===== src/rtl/cpu_out_sink_pkg.sv =====
// cpu_out_sink_pkg: data-width constant shared by both ends of the CPU output port
package cpu_out_sink_pkg;
    localparam int CPU_WIDTH = 16;
endpackage


===== src/rtl/cpu_out_sink_sync_fifo.sv =====
// sync_fifo: show-ahead register-array FIFO with explicit occupancy count
module sync_fifo
    import cpu_out_sink_pkg::*;
#(
    parameter int WIDTH = CPU_WIDTH,
    parameter int DEPTH = 8
) (
    input  logic                       clock,
    input  logic                       reset,
    input  logic                       push,
    input  logic                       pop,
    input  logic [WIDTH-1:0]           din,
    output logic [WIDTH-1:0]           dout,
    output logic [$clog2(DEPTH+1)-1:0] count,
    output logic                       full,
    output logic                       empty
);
    localparam int AW = $clog2(DEPTH);
    localparam int CW = $clog2(DEPTH+1);
    localparam logic [CW-1:0] FULL_CNT = CW'(DEPTH);
    logic [WIDTH-1:0] mem [DEPTH];
    logic [AW-1:0] wp, rp;
    logic wr, rd;
    always_comb begin
        rd = pop && !empty;
        wr = push && (!full || rd);
    end
    always_ff @(posedge clock)
        if (!reset && wr) mem[wp] <= din;
    always_ff @(posedge clock) begin
        if (reset) begin
            wp <= '0;
            rp <= '0;
            count <= '0;
        end else begin
            if (wr) wp <= wp + 1'b1;
            if (rd) rp <= rp + 1'b1;
            count <= (wr && !rd) ? count + 1'b1 : (rd && !wr) ? count - 1'b1 : count;
        end
    end
    assign dout = mem[rp];
    assign full = count == FULL_CNT;
    assign empty = count == '0;
endmodule


===== src/rtl/cpu_out_sink.sv =====
// cpu_out_sink: buffers CPU output words for a valid/ready consumer, flagging and counting drops
module cpu_out_sink
    import cpu_out_sink_pkg::*;
#(
    parameter int WIDTH = CPU_WIDTH,
    parameter int DEPTH = 8,
    parameter int DROPW = 8
) (
    input  logic                       clock,
    input  logic                       reset,
    input  logic                       outFlag,
    input  logic [WIDTH-1:0]           out,
    output logic                       rd_valid,
    output logic [WIDTH-1:0]           rd_data,
    input  logic                       rd_ready,
    output logic [$clog2(DEPTH+1)-1:0] count,
    output logic                       full,
    output logic                       overflow,
    output logic [DROPW-1:0]           drop_count,
    input  logic                       clear_ovf
);
    logic empty, pop, drop;
    assign rd_valid = !empty;
    assign pop = rd_valid && rd_ready;
    assign drop = outFlag && full && !pop;
    sync_fifo #(.WIDTH(WIDTH), .DEPTH(DEPTH)) u_fifo (
        .clock(clock),
        .reset(reset),
        .push(outFlag),
        .pop(pop),
        .din(out),
        .dout(rd_data),
        .count(count),
        .full(full),
        .empty(empty)
    );
    // clear takes priority over a same-cycle drop
    always_ff @(posedge clock) begin
        if (reset || clear_ovf) begin
            overflow <= 1'b0;
            drop_count <= '0;
        end else if (drop) begin
            overflow <= 1'b1;
            drop_count <= &drop_count ? drop_count : drop_count + 1'b1;
        end
    end
endmodule


===== config.mk =====
export PLATFORM = sky130hd
export DESIGN_NAME = cpu_out_sink
export DESIGN_NICKNAME = d
export VERILOG_FILES = /design/src/rtl/cpu_out_sink_pkg.sv /design/src/rtl/cpu_out_sink_sync_fifo.sv /design/src/rtl/cpu_out_sink.sv
export SDC_FILE = /design/constraint.sdc
export NUM_CORES = 1
export LEC_CHECK = 0
export CORE_AREA = 2 2 95 166
export DETAILED_ROUTE_END_ITERATION = 10
export DIE_AREA = 0 0 97 168
export PLACE_DENSITY = 0.65
export SYNTH_ARGS = -nofsm -noshare
export SYNTH_HDL_FRONTEND = slang
export SYNTH_SLANG_ARGS = --single-unit

===== constraint.sdc =====
create_clock -name clock -period 3.7 [get_ports clock]
set_input_delay 0.74 -clock clock [delete_from_list [all_inputs] [get_ports clock]]
set_output_delay 0.74 -clock clock [all_outputs]
set_load 0.02 [all_outputs]

Yosys cells after proc, flatten, opt, wreduce, memory -nomap -nowiden
Memories as Yosys holds them, arrays and structs flattened. A register that Yosys moved wholly into a read port is not among the register bits.
Index checks and enable logic that the tools add are counted.
{"block": "classes", "n_bitwise": 1, "mux": 6, "n_reduce_logical": 20, "eq_ne": 1, "addsub": 5}
{"op": "8-bit by 1-bit adder with 8-bit output, second input constant", "count": 1}
{"op": "1-bit logical AND", "count": 8}
{"op": "4-bit 2-to-1 mux", "count": 2}
{"op": "8-bit AND reduction", "count": 1}
{"op": "3-bit by 1-bit adder with 3-bit output, second input constant", "count": 2}
{"op": "1-bit logical NOT", "count": 6}
{"op": "3-bit 2-to-1 mux", "count": 2}
{"op": "4-bit by 1-bit adder with 4-bit output, second input constant", "count": 1}
{"op": "4-bit == test, second input constant", "count": 1}
{"op": "4-bit logical NOT", "count": 1}
{"op": "4-bit by 1-bit subtractor with 4-bit output, second input constant", "count": 1}
{"op": "1-bit logical OR", "count": 2}
{"op": "1-bit 2-to-1 mux", "count": 2}
{"op": "2-bit AND reduction", "count": 1}
{"op": "2-bit nonzero test", "count": 1}
{"op": "1-bit inverter", "count": 1}
{"block": "totals", "regBits": 19, "n_memories": 1, "output_inout_bits": 31, "mem_bits_rw": 128, "word_cells": 39, "in_bits": 21}
{"memory": "u_fifo.mem", "words": 8, "width": 16, "rd": 1, "rd_clocked_by_memory_dff": 1, "write_ports": 1, "line": "cpu_out_sink_sync_fifo.sv:21", "source": "logic [WIDTH-1:0] mem [DEPTH];"}

Longest topological paths before layout
{"block": "logic_depth", "word_depth": 10, "ltp_mapped": 10, "depth_no_buf": 10}

Cells and area by module
A second synthesis with hierarchy kept.
{"block": "hier_totals", "cells_unflattened": 312, "area_unflattened_um2": 5999.5}
{"module": "sync_fifo", "area_each_um2": 5560.3, "n_inst": 1, "cells_per_inst": 259, "seq_area_each_um2": 4103.9}
{"module": "cpu_out_sink", "area_each_um2": 439.2, "n_inst": 1, "cells_per_inst": 53, "seq_area_each_um2": 180.2}

Worst setup path after synthesis
OpenSTA, ideal clock, no wires.
{"block": "synth_timing", "kind": "in2reg", "from": "input rd_ready", "to": "memory u_fifo.mem[0][0] (netlist bit) (enable)", "path_buffers": 0, "cell_stages": 4, "arrival_ns": 2.704, "slack_ns": 0.565, "setup_ns": 0.430, "t_required_ns": 3.270, "path_cell_list": "o21ai_0 > inv_1 > nand2b_1 > nor4_1"}
{"block": "synth_via", "elab_chain_cells": 7}
{"element": "start, declared", "line": "cpu_out_sink.sv:15", "source": "input logic rd_ready,"}
{"element": "1-bit logical AND", "line": "cpu_out_sink.sv:24", "source": "assign pop = rd_valid && rd_ready;"}
{"element": "1-bit logical AND", "line": "cpu_out_sink_sync_fifo.sv:25", "source": "rd = pop && !empty;"}
{"element": "1-bit logical OR", "line": "cpu_out_sink_sync_fifo.sv:26", "source": "wr = push && (!full || rd);"}
{"element": "1-bit logical AND", "line": "cpu_out_sink_sync_fifo.sv:26"}
{"element": "1-bit logical AND", "line": "cpu_out_sink_sync_fifo.sv:29", "source": "if (!reset && wr) mem[wp] <= din;"}
{"element": "1-bit 2-to-1 mux", "line": "cpu_out_sink_sync_fifo.sv:29"}
{"element": "1-bit 2-to-1 mux (implied by the code)", "line": "cpu_out_sink_sync_fifo.sv:29"}
{"element": "end, declared", "line": "cpu_out_sink_sync_fifo.sv:21"}
Every way passes these cells.

==> reports/qor.yml <==
yosys:
  netlist_area_um2: 5860
  netlist_instances: 307
  yosysUniqueCellTypes: 39
  synth_edf_count: 128
  yosysMostFrequentCell: "edfxtp_1"
  synth_top_area_share_pct: 65.6
  yosysWarnings: 0
  synth_commonest_cells: "edfxtp_1 (128), mux4_2 (32), dfxtp_1 (22), nor2_1 (20), mux2_2 (17)"
  synth_area_per_cell_um2: 19.1
  async_flop_share_pct: 0
  yosysSeqAreaShare_pct: 73.1
  synth-seq-cells: 150
  synth_area_leaders: "edfxtp_1 (66%), mux4_2 (12%), dfxtp_1 (7.5%)"
  yosysTopAreaCell: "edfxtp_1"
  ys.flop_type: "edfxtp_1"
  synth_nets: 335
critical_path:
  cp-start-kind: "flop"
  cp_slowest_cell: "mux4_2"
  reg2reg_setup_slack_ns: 0.72
  arrival_ns: 2.41
  path_cells: "buf_12, mux4_2, mux2_2, clkdlybuf4s50_1"
  cp.required_ns: 2.96
  cp_max_fo: 32
  endpoint_kind: "output pin"
  rr_startpoint: "u_fifo.count[0]"
  r2r_cells: 10
  reg2reg_to: "u_fifo.count[3]"
  critPathMaxStageDelay_ns: 0.56
  crit_type: "flop to output pin"
clock_network:
  clockBufferDepth: 2
  ctsHoldBuffers: 0
  ctsResizeCount: 0
  clkLatencyLatePin_ns: 0.41
  htree_levels: 4
  root_buffer: "clkbuf_16"
  cts_setup_buffers: 0
  path_clk_slew_ns: 0.06
  cts_tree: "yes"
  clock-sinks: 150
  cts_inserted_buffers: 17
place:
  dp_cells: 544
  pre_cts_slack_ns: 0.403
  place.detailed.hpwl_um: 6430
  numPortBuffers: 51
  gp_congestion: 0.704
detailed_routing:
  drt_wl_total_um: 10600
  wl_per_cell_um: 18.4
  first_pass_iters: 6
  avgViaCountPerCell: 5.20
  ant_nets: 0
  via_count: 2997
  dr.first_iter.drc_count: 122
  drc: 0
floorplan:
  dieHeight_um: 168
  dieWidth_um: 97
  coreArea_um2: 15100
  row_count: 60
  start_util_pct: 38.8
  ios: 52
  dieArea_um2: 16300
layout:
  layout.nets: 405
  layout-drive-gt1-share_pct: 26.2
  syn_to_final_growth_pct: 23.9
  diodes: 0
  final_cells: 576
global_route:
  grt_overflow: 0
  grtUsageMet3_pct: 3.36
  grtUsageTotal_pct: 13.6
  antenna_found_initial: 0
  met2_usage_pct: 25.2
  busiest_layer: "met2"
  use_met1_pct: 14.5
  grt_start_max_net_pins: 33
  first_global_vias: 3124
  grt_pass1_wl_um: 16700
worst_hold_path:
  hold_start: "overflow"
  hold_path.class: "flop to flop"
  hold-path-endpoint: "overflow"
  whs_path_depth: 2
timing:
  fmax_mhz: 317
  slew_headroom_pct: 68.4
  fin_tns_setup_ns: 0
  finalCritPeriodShare_pct: 85.2
  finalSetupViolCount: 0
  setup_ws_ns: 0.549
  hold_slack_ns: 0.496
  rsz0062_at_grt: "false"
  hold_viol: 0
  finClkSkew_ns: 0.0105
  post-route-min-period_ns: 3.15
  maxSlewViolCount: 0
  worst_slew_pin_slew_ns: 0.474
pwr:
  power_density_nw_per_um2: 654
  pwr-share-seq_pct: 41.0
  pwr-share-comb_pct: 23.3
  p_sw_share_pct: 26.2
  design_power_total_mw: 4.75
  p_leak_nw: 2.33
  vdd_drop_max_uv: 532
  p_switching_mw: 1.24
  clkPwrFrac_pct: 35.8
  p_int_mw: 3.50
run:
  drv_cap: 0
status:
  outcome: "completed"
placed cells by master (no fill, tap or decap), drive strengths merged, types with 11 or more instances in the layout:
cell type	count
mux4	32
clkbuf	17
buf	12
mux2	17
inv	13
a21oi	11
nor2	20
edfxtp	128
clkdlybuf4s50	51
dfxtp	22
area by class of cell:
class / count / area (um^2)
multi-input combinational: 140 / 1520
tap: 186 / 233
inverter: 5 / 20.0
clock inverter: 15 / 164
sequential: 150 / 4290
fill: 1260 / 7830
timing repair buffer: 63 / 613
clock buffer: 17 / 425
worst max-delay path by stage:
stage | from | to | cells past startpoint
global route | flop | rd_data[2] | 4
CTS | flop | rd_data[13] | 4
global placement | rd_ready | u_fifo.count[3] | 10
floorplan | rd_ready | u_fifo.mem[0][0] | 4
detailed placement | rd_ready | u_fifo.count[3] | 10
finish | flop | rd_data[13] | 4
metal layers:
| layer | vias to the layer above | share of wire, % |
|---|---|---|
| met5 | - | 0 |
| li1 | 1383 | - |
| met4 | 0 | 1.7 |
| met1 | 1553 | 39 |
| met2 | 50 | 56 |
| met3 | 11 | 3.0 |
power by group through the flow:
stage	combinational [mW]	sequential (mW)	clock (mW)
finish	1.10	1.95	1.70
global placement	1.12	1.98	0
detailed placement	1.13	1.98	0
floorplan	0.738	1.99	0
CTS	1.13	1.95	1.73
global route	1.19	1.95	1.80
cells by family after synthesis:
kind of cell / after synthesis / synth area share (%)
adder cells (fa/ha/maj): 7 / 1.62
buffers and inverters: 17 / 1.30
multiplexers: 51 / 15.9
AO/OA/AOI/OAI: 22 / 2.61
AND/OR/NAND/NOR: 55 / 4.68
XOR/XNOR: 5 / 0.748
flip-flops: 150 / 73.1
registers in the layout, indices dropped and copies added, names as in the netlist, named ones only:
| name | flops |
|---|---|
| overflow | 1 |
| drop_count | 8 |
| u_fifo.count | 4 |
| u_fifo.wp | 3 |
| u_fifo.rp | 3 |
| u_fifo.mem | 128 |
critical path, delay by kind of cell, from the launching register on:
family | cells | cell delay [ns]
muxes | 2 | 0.85
DFF | 1 | 0.34
buffers and inverters | 2 | 0.80
metrics by stage:
step,area (um^2),util (%)
6_report,7260,48.1
2_1_floorplan,5860,-
3_5_place_dp,6670,44.2
5_1_grt,7260,48.1
3_3_place_gp,6670,44.2
4_1_cts,7260,48.1
Note: power is estimated with default switching activity, not from simulation.
